File: config.mk
export PLATFORM = sky130hd
export DESIGN_NAME = mem_wb_lane_merge_reg_flat
export DESIGN_NICKNAME = d
export VERILOG_FILES = /design/src/rtl/mem_wb_lane_merge_reg_pkg.sv /design/src/rtl/mem_wb_lane_merge_reg_if.sv /design/src/rtl/mem_wb_lane_merge_reg_lane_merge.sv /design/src/rtl/mem_wb_lane_merge_reg.sv /design/src/flat_wrapper.sv
export SDC_FILE = /design/constraint.sdc
export NUM_CORES = 1
export LEC_CHECK = 0
export CORE_MARGIN = 1
export CORE_UTILIZATION = 48
export DETAILED_ROUTE_END_ITERATION = 16
export PLACE_DENSITY_LB_ADDON = 0.15
export SLEW_MARGIN = 0
export SYNTH_ARGS = -nofsm -noshare
export SYNTH_HDL_FRONTEND = slang
export SYNTH_SLANG_ARGS = --single-unit
File: constraint.sdc
create_clock -name clock -period 2.2 [get_ports clock]
set_clock_uncertainty 0.1 [all_clocks]
set_input_delay 0.44 -clock clock [delete_from_list [all_inputs] [get_ports clock]]
set_output_delay 0.44 -clock clock [all_outputs]
set_load 0.01 [all_outputs]
File: src/rtl/mem_wb_lane_merge_reg_pkg.sv
// Shared types and helpers for the MEM/WB lane-merge writeback stage.
package mem_wb_pkg;

  typedef enum logic {
    IDLE    = 1'b0,
    WAIT_LD = 1'b1
  } state_e;

  localparam int DEF_DATA_W = 8;
  localparam int DEF_LANES  = 2;

  function automatic int lane_lsb(input int lane, input int data_w);
    return lane * data_w;
  endfunction

endpackage

File: src/rtl/mem_wb_lane_merge_reg_if.sv
// Handshake and data bundle between EX/MEM, the load unit and WB.
interface mem_wb_lane_merge_reg_if
  import mem_wb_pkg::*;
#(
  parameter int DATA_W = DEF_DATA_W,
  parameter int LANES  = DEF_LANES
);
  logic                      flush;
  logic                      in_valid;
  logic                      in_ready;
  logic [LANES-1:0]          sel;
  logic [LANES*DATA_W-1:0]   mem_data;
  logic                      ld_valid;
  logic [LANES*DATA_W-1:0]   ld_res;
  logic                      ld_ack;
  logic                      out_valid;
  logic                      out_ready;
  logic [LANES*DATA_W-1:0]   out_data;
  logic [LANES-1:0]          out_ld_sel;
  logic                      timeout_err;

  modport master (
    output flush, in_valid, sel, mem_data, ld_valid, ld_res, out_ready,
    input  in_ready, ld_ack, out_valid, out_data, out_ld_sel, timeout_err
  );

  modport slave (
    input  flush, in_valid, sel, mem_data, ld_valid, ld_res, out_ready,
    output in_ready, ld_ack, out_valid, out_data, out_ld_sel, timeout_err
  );
endinterface

File: src/rtl/mem_wb_lane_merge_reg_lane_merge.sv
// Per-lane select between base data and load result; pure wiring, no arithmetic.
module lane_merge
  import mem_wb_pkg::*;
#(
  parameter int DATA_W = DEF_DATA_W,
  parameter int LANES  = DEF_LANES
) (
  input  logic [LANES*DATA_W-1:0] base_i,
  input  logic [LANES*DATA_W-1:0] ld_i,
  input  logic [LANES-1:0]        sel_i,
  output logic [LANES*DATA_W-1:0] merged_o
);

  for (genvar i = 0; i < LANES; i++) begin : g_lane
    localparam int LSB = lane_lsb(i, DATA_W);
    assign merged_o[LSB +: DATA_W] = sel_i[i] ? ld_i[LSB +: DATA_W] : base_i[LSB +: DATA_W];
  end

endmodule

File: src/rtl/mem_wb_lane_merge_reg.sv
// MEM/WB writeback register: merges EX/MEM lanes with (possibly late) load data.
// state   | meaning
// IDLE    | ready to accept an EX/MEM entry when the output slot frees
// WAIT_LD | holding a load-dependent entry until ld_valid or timeout
module mem_wb_lane_merge_reg
  import mem_wb_pkg::*;
#(
  parameter int DATA_W  = DEF_DATA_W,
  parameter int LANES   = DEF_LANES,
  parameter int TIMEOUT = 16
) (
  input  logic                    clock,
  input  logic                    reset_n,
  mem_wb_lane_merge_reg_if.slave  bus
);

  localparam int W     = LANES * DATA_W;
  localparam int CNT_W = $clog2(TIMEOUT + 1);
  localparam logic [CNT_W-1:0] CNT_LAST = CNT_W'(TIMEOUT - 1);

  state_e            state_q, state_d;
  logic [CNT_W-1:0]  cnt_q, cnt_d;
  logic [W-1:0]      hold_data_q, hold_data_d;
  logic [LANES-1:0]  hold_sel_q, hold_sel_d;
  logic              out_valid_q, out_valid_d;
  logic [W-1:0]      out_data_q, out_data_d;
  logic [LANES-1:0]  out_ld_sel_q, out_ld_sel_d;
  logic              timeout_err_q, timeout_err_d;

  logic              slot_free;
  logic              in_ready;
  logic              ld_ack;
  logic              accept;
  logic              direct_fire;
  logic              wait_fire;
  logic [W-1:0]      direct_data;
  logic [W-1:0]      wait_data;

  lane_merge #(.DATA_W(DATA_W), .LANES(LANES)) u_merge_direct (
    .base_i   (bus.mem_data),
    .ld_i     (bus.ld_res),
    .sel_i    (bus.sel),
    .merged_o (direct_data)
  );

  lane_merge #(.DATA_W(DATA_W), .LANES(LANES)) u_merge_wait (
    .base_i   (hold_data_q),
    .ld_i     (bus.ld_res),
    .sel_i    (hold_sel_q),
    .merged_o (wait_data)
  );

  assign slot_free = !out_valid_q || bus.out_ready;
  assign accept    = bus.in_valid && in_ready;

  always_ff @(posedge clock or negedge reset_n) begin
    if (!reset_n) begin
      state_q       <= IDLE;
      cnt_q         <= '0;
      hold_data_q   <= '0;
      hold_sel_q    <= '0;
      out_valid_q   <= 1'b0;
      out_data_q    <= '0;
      out_ld_sel_q  <= '0;
      timeout_err_q <= 1'b0;
    end else begin
      state_q       <= state_d;
      cnt_q         <= cnt_d;
      hold_data_q   <= hold_data_d;
      hold_sel_q    <= hold_sel_d;
      out_valid_q   <= out_valid_d;
      out_data_q    <= out_data_d;
      out_ld_sel_q  <= out_ld_sel_d;
      timeout_err_q <= timeout_err_d;
    end
  end

  always_comb begin
    state_d       = state_q;
    cnt_d         = cnt_q;
    hold_data_d   = hold_data_q;
    hold_sel_d    = hold_sel_q;
    out_valid_d   = out_valid_q;
    out_data_d    = out_data_q;
    out_ld_sel_d  = out_ld_sel_q;
    timeout_err_d = timeout_err_q;
    if (bus.flush) begin
      // out_data is intentionally left as-is; only validity is dropped
      out_valid_d   = 1'b0;
      state_d       = IDLE;
      cnt_d         = '0;
      timeout_err_d = 1'b0;
    end else begin
      if (direct_fire) begin
        out_valid_d  = 1'b1;
        out_data_d   = direct_data;
        out_ld_sel_d = bus.sel;
      end else if (wait_fire) begin
        out_valid_d  = 1'b1;
        out_data_d   = wait_data;
        out_ld_sel_d = hold_sel_q;
      end else if (bus.out_ready) begin
        out_valid_d  = 1'b0;
      end
      case (state_q)
        IDLE: begin
          if (accept && !direct_fire) begin
            hold_data_d = bus.mem_data;
            hold_sel_d  = bus.sel;
            cnt_d       = '0;
            state_d     = WAIT_LD;
          end
        end
        WAIT_LD: begin
          if (wait_fire) begin
            state_d = IDLE;
            cnt_d   = '0;
          end else if (cnt_q == CNT_LAST) begin
            timeout_err_d = 1'b1;
            state_d       = IDLE;
            cnt_d         = '0;
          end else begin
            cnt_d = cnt_q + CNT_W'(1);
          end
        end
        default: state_d = IDLE;
      endcase
    end
  end

  // Handshake outputs are combinational and forced low during reset or flush
  always_comb begin
    in_ready    = 1'b0;
    direct_fire = 1'b0;
    wait_fire   = 1'b0;
    if (reset_n && !bus.flush) begin
      case (state_q)
        IDLE: begin
          in_ready    = slot_free;
          direct_fire = bus.in_valid && slot_free && ((bus.sel == '0) || bus.ld_valid);
        end
        WAIT_LD: wait_fire = bus.ld_valid && slot_free;
        default: ;
      endcase
    end
    ld_ack = (direct_fire && (bus.sel != '0)) || wait_fire;
  end

  assign bus.in_ready    = in_ready;
  assign bus.ld_ack      = ld_ack;
  assign bus.out_valid   = out_valid_q;
  assign bus.out_data    = out_data_q;
  assign bus.out_ld_sel  = out_ld_sel_q;
  assign bus.timeout_err = timeout_err_q;

endmodule

File: src/flat_wrapper.sv
// flat-port wrapper written by rule: the top's interface ports become plain ports
module mem_wb_lane_merge_reg_flat import mem_wb_pkg::*;
#(
  parameter int DATA_W  = DEF_DATA_W,
  parameter int LANES   = DEF_LANES,
  parameter int TIMEOUT = 16
)
  (clock, reset_n, bus_flush, bus_in_valid, bus_sel, bus_mem_data, bus_ld_valid, bus_ld_res, bus_out_ready, bus_in_ready, bus_ld_ack, bus_out_valid, bus_out_data, bus_out_ld_sel, bus_timeout_err);
  mem_wb_lane_merge_reg_if #(.DATA_W(DATA_W), .LANES(LANES)) bus_i ();
  input  logic clock;
  input  logic reset_n;
  input wire logic [$bits(bus_i.flush)-1:0] bus_flush;
  input wire logic [$bits(bus_i.in_valid)-1:0] bus_in_valid;
  input wire logic [$bits(bus_i.sel)-1:0] bus_sel;
  input wire logic [$bits(bus_i.mem_data)-1:0] bus_mem_data;
  input wire logic [$bits(bus_i.ld_valid)-1:0] bus_ld_valid;
  input wire logic [$bits(bus_i.ld_res)-1:0] bus_ld_res;
  input wire logic [$bits(bus_i.out_ready)-1:0] bus_out_ready;
  output wire logic [$bits(bus_i.in_ready)-1:0] bus_in_ready;
  output wire logic [$bits(bus_i.ld_ack)-1:0] bus_ld_ack;
  output wire logic [$bits(bus_i.out_valid)-1:0] bus_out_valid;
  output wire logic [$bits(bus_i.out_data)-1:0] bus_out_data;
  output wire logic [$bits(bus_i.out_ld_sel)-1:0] bus_out_ld_sel;
  output wire logic [$bits(bus_i.timeout_err)-1:0] bus_timeout_err;
  assign bus_i.flush = bus_flush;
  assign bus_i.in_valid = bus_in_valid;
  assign bus_i.sel = bus_sel;
  assign bus_i.mem_data = bus_mem_data;
  assign bus_i.ld_valid = bus_ld_valid;
  assign bus_i.ld_res = bus_ld_res;
  assign bus_i.out_ready = bus_out_ready;
  assign bus_in_ready = bus_i.in_ready;
  assign bus_ld_ack = bus_i.ld_ack;
  assign bus_out_valid = bus_i.out_valid;
  assign bus_out_data = bus_i.out_data;
  assign bus_out_ld_sel = bus_i.out_ld_sel;
  assign bus_timeout_err = bus_i.timeout_err;
  mem_wb_lane_merge_reg #(.DATA_W(DATA_W), .LANES(LANES), .TIMEOUT(TIMEOUT)) u_core (.clock(clock), .reset_n(reset_n), .bus(bus_i));
endmodule
==> flow_summary.ini <==
[yosys]
syn-cell-area_um2 = 2340
yosysSeqAreaShare_pct = 47.1
synth_xor_area_share_pct = 0.374
syn-num-nets = 239
synth-compound-area-share_pct = 8.72
synthAdderAreaFrac_pct = 0.535
synth_top_family_by_area = multiplexers
yosysUniqueCellTypes = 32
syn_inst = 198
syn_area_per_cell_um2 = 11.8
yosys.area_share.simple_pct = 8.34
ys_seq_elements = 44
yosysWarnings = 0
synth.mux.area_fraction_pct = 31.8

[grt]
grt_usage_pct = 20.6
antenna_found_initial = 0
grt_max_degree = 37
grt_pass1_vias = 1755
grt_first_pass_wirelength_um = 8050
grt-ovfl-total = 0

[drt]
routed_via_density = 5.30
firstDrtPassIters = 4
via_count = 1738
finalWirelength_um = 4930
drt_iter0_drc = 88
ant_nets = 0
remaining_drc_errors = 0
wl_per_cell_um = 15.0

[timing]
setup_viol = 0
maxSlewHeadroom_pct = 72.3
fmax_mhz = 469
fin_setup_tns_ns = 0
min_period_over_period_pct = 97.0
rsz0062_at_grt = false
maxSlewViolCount = 0
hold_viol = 0
holdWs_ns = 0.0186
worst_slack_ns = 0.0671
period_minus_slack_ns = 2.13
max_slew.worst_pin.slew_ns = 0.412

[setup_path]
r2r_end = u_core.hold_data_q[4]$_DFFE_PN0P_
endpoint_kind = output port
reg2reg_depth = 6
critical_path_required_ns = 1.66
worst-r2r-setup-slack_ns = 0.51
slowest_delay_ns = 0.40
r2r_start = u_core.state_q$_DFF_PN0_
crit_end = bus_in_ready
worstSetupStartpointType = input port
startpoint = bus_out_ready
cp_cell_sequence = clkdlybuf4s50_1 -> nand2b_4 -> buf_4 -> and3_1 -> dlygate4sd2_1
cpMaxStageDelayCell = clkdlybuf4s50_1
critPathBufInv = 3
cp.depth = 5
critPathMaxFanout = 5
cp_top_family = buffers and inverters
arrival_ns = 1.59
path_class = input port to output port

[floorplan]
coreArea_um2 = 4690
die-area_um2 = 5160
rows = 25
die_w_um = 71.8
ios = 62
die_height_um = 71.8
start_util_pct = 49.9

[min_path]
hold_path.class = input port to async pin

[layout]
syn_to_final_growth_pct = 36.7
nets = 315
drive_above_1_share_pct = 27.0
multi_input_area_um2 = 1160
mostFrequentLayoutCells = 54 x clkdlybuf4s50_1, 44 x dfrtp_1, 40 x mux2_2
fillers = 363
regArea_um2 = 1100
instances_no_fill = 328
mostFrequentLayoutCell = clkdlybuf4s50_1
n_antenna_cell = 0

[pwr]
p_comb_share_pct = 29.7
clkPwrFrac_pct = 23.3
vdd_drop_max_mv = 0.558
intPower_mw = 1.72
leakage_nw = 1.49
powerDensity_nw_per_um2 = 734
power_mw = 2.35
switching_share_pct = 26.9
switchingPower_uw = 631
pwr-share-seq_pct = 47.0

[clocking]
cts_buffers = 5
post_cts_buffers = 0
clock_latency_ns = 0.30
htreeDepth = 2
clk_pin_slew_ns = 0.08
clockBufferDepth = 2
clkSinkCount = 44
cts_root_buf = clkbuf_8
cts_tree = yes

[placement]
place_ws_ns = -0.386
gp_congestion = 0.816
io_buffer_count = 61
dp_cells = 320
dpl.hpwl_um = 3570

[job]
max_cap_viol_count = 0

[outcome]
outcome = completed
## worst min-delay path by stage
stage	startpoint	endpoint	slack, ns	depth (start not counted)
after CTS	reset_n	u_core.cnt_q[2]$_DFFE_PN0P_	0.03	2
after global placement	reset_n	u_core.bus.timeout_err$_DFFE_PN0P_	0.27	2
after global routing	reset_n	u_core.hold_data_q[5]$_DFFE_PN0P_	0.03	2
final	reset_n	u_core.cnt_q[2]$_DFFE_PN0P_	0.02	2
after floorplan	reset_n	u_core.bus.out_data[0]$_DFFE_PN0P_	0.04	0
after detailed placement	reset_n	u_core.bus.timeout_err$_DFFE_PN0P_	0.27	2
## metal layers
metal | up-vias | wire length, um | GRT usage [%]
met5 | - | 0 | 0
met4 | 0 | 55 | 6.54
met3 | 6 | 245 | 6.89
met2 | 34 | 2390 | 34.9
met1 | 841 | 2240 | 24.7
li1 | 857 | - | -
## cells in the mapped netlist (all sizes together)
cell type	n	area [um^2]
a21oi	2	10.0
a311oi	2	23.8
a31oi	2	12.5
and2	1	7.51
and3	1	6.26
and4	1	8.76
buf	7	48.8
clkbuf	4	15.0
dfrtp	44	1100
ha	1	12.5
inv	3	11.3
mux2	50	563
mux2i	18	180
nand2	22	82.6
nand2b	2	20.0
nand3	3	20.0
nand4	1	6.26
nor2	4	31.3
nor2b	2	12.5
o21ai	24	120
o21ba	1	10.0
o21bai	1	18.8
o221ai	1	8.76
xor2	1	8.76
## worst register-to-register path: stages, from the launching register on
cell and delay [ns]:
dfrtp_1 0.44, nor2_1 0.15, buf_4 0.13, nand3_2 0.12
nor2_8 0.15, buf_12 0.15, mux2_1 0.33
## registers in the layout, indices dropped and copies added (netlist names)
register                flops
u_core.bus.out_data        16
u_core.bus.out_ld_sel       2
u_core.bus.out_valid        1
u_core.bus.timeout_err      1
u_core.cnt_q                5
u_core.hold_data_q         16
u_core.hold_sel_q           2
u_core.state_q              1
## through the flow
step	cell area, um^2	utilization (%)
global placement	3100	66.0
detailed placement	3100	66.0
global route	3200	68.2
finish	3200	68.2
floorplan	2340	-
CTS	3200	68.2
## final cells by class
cell class	count	share of cell area, %
clock buffer	7	3.01
inverter	3	0.352
multi-input combinational	140	36.4
sequential	44	34.4
tap	54	2.11
timing repair buffer	80	23.7
## repair_timing
item	in CTS	in global routing
hold buffers	1	0
setup endpoints to repair	2	1
endpoints found under the hold margin	3	0
resized for setup	6	3
pin swaps	1	1
## logic make-up after synthesis
group / Yosys count
AND/OR/NAND/NOR: 37
AO/OA/AOI/OAI: 33
adder cells (fa/ha/maj): 1
buffers and inverters: 14
flip-flops: 44
multiplexers: 68
XOR/XNOR: 1
## power groups by stage
stage	clock network [mW]	registers, mW	logic [mW]
2_1_floorplan	0	1.11	0.354
3_3_place_gp	0	1.11	0.693
3_5_place_dp	0	1.12	0.707
4_1_cts	0.563	1.11	0.709
5_1_grt	0.598	1.13	0.758
6_report	0.548	1.10	0.698
No activity file was read; power rests on OpenSTA's default activity.
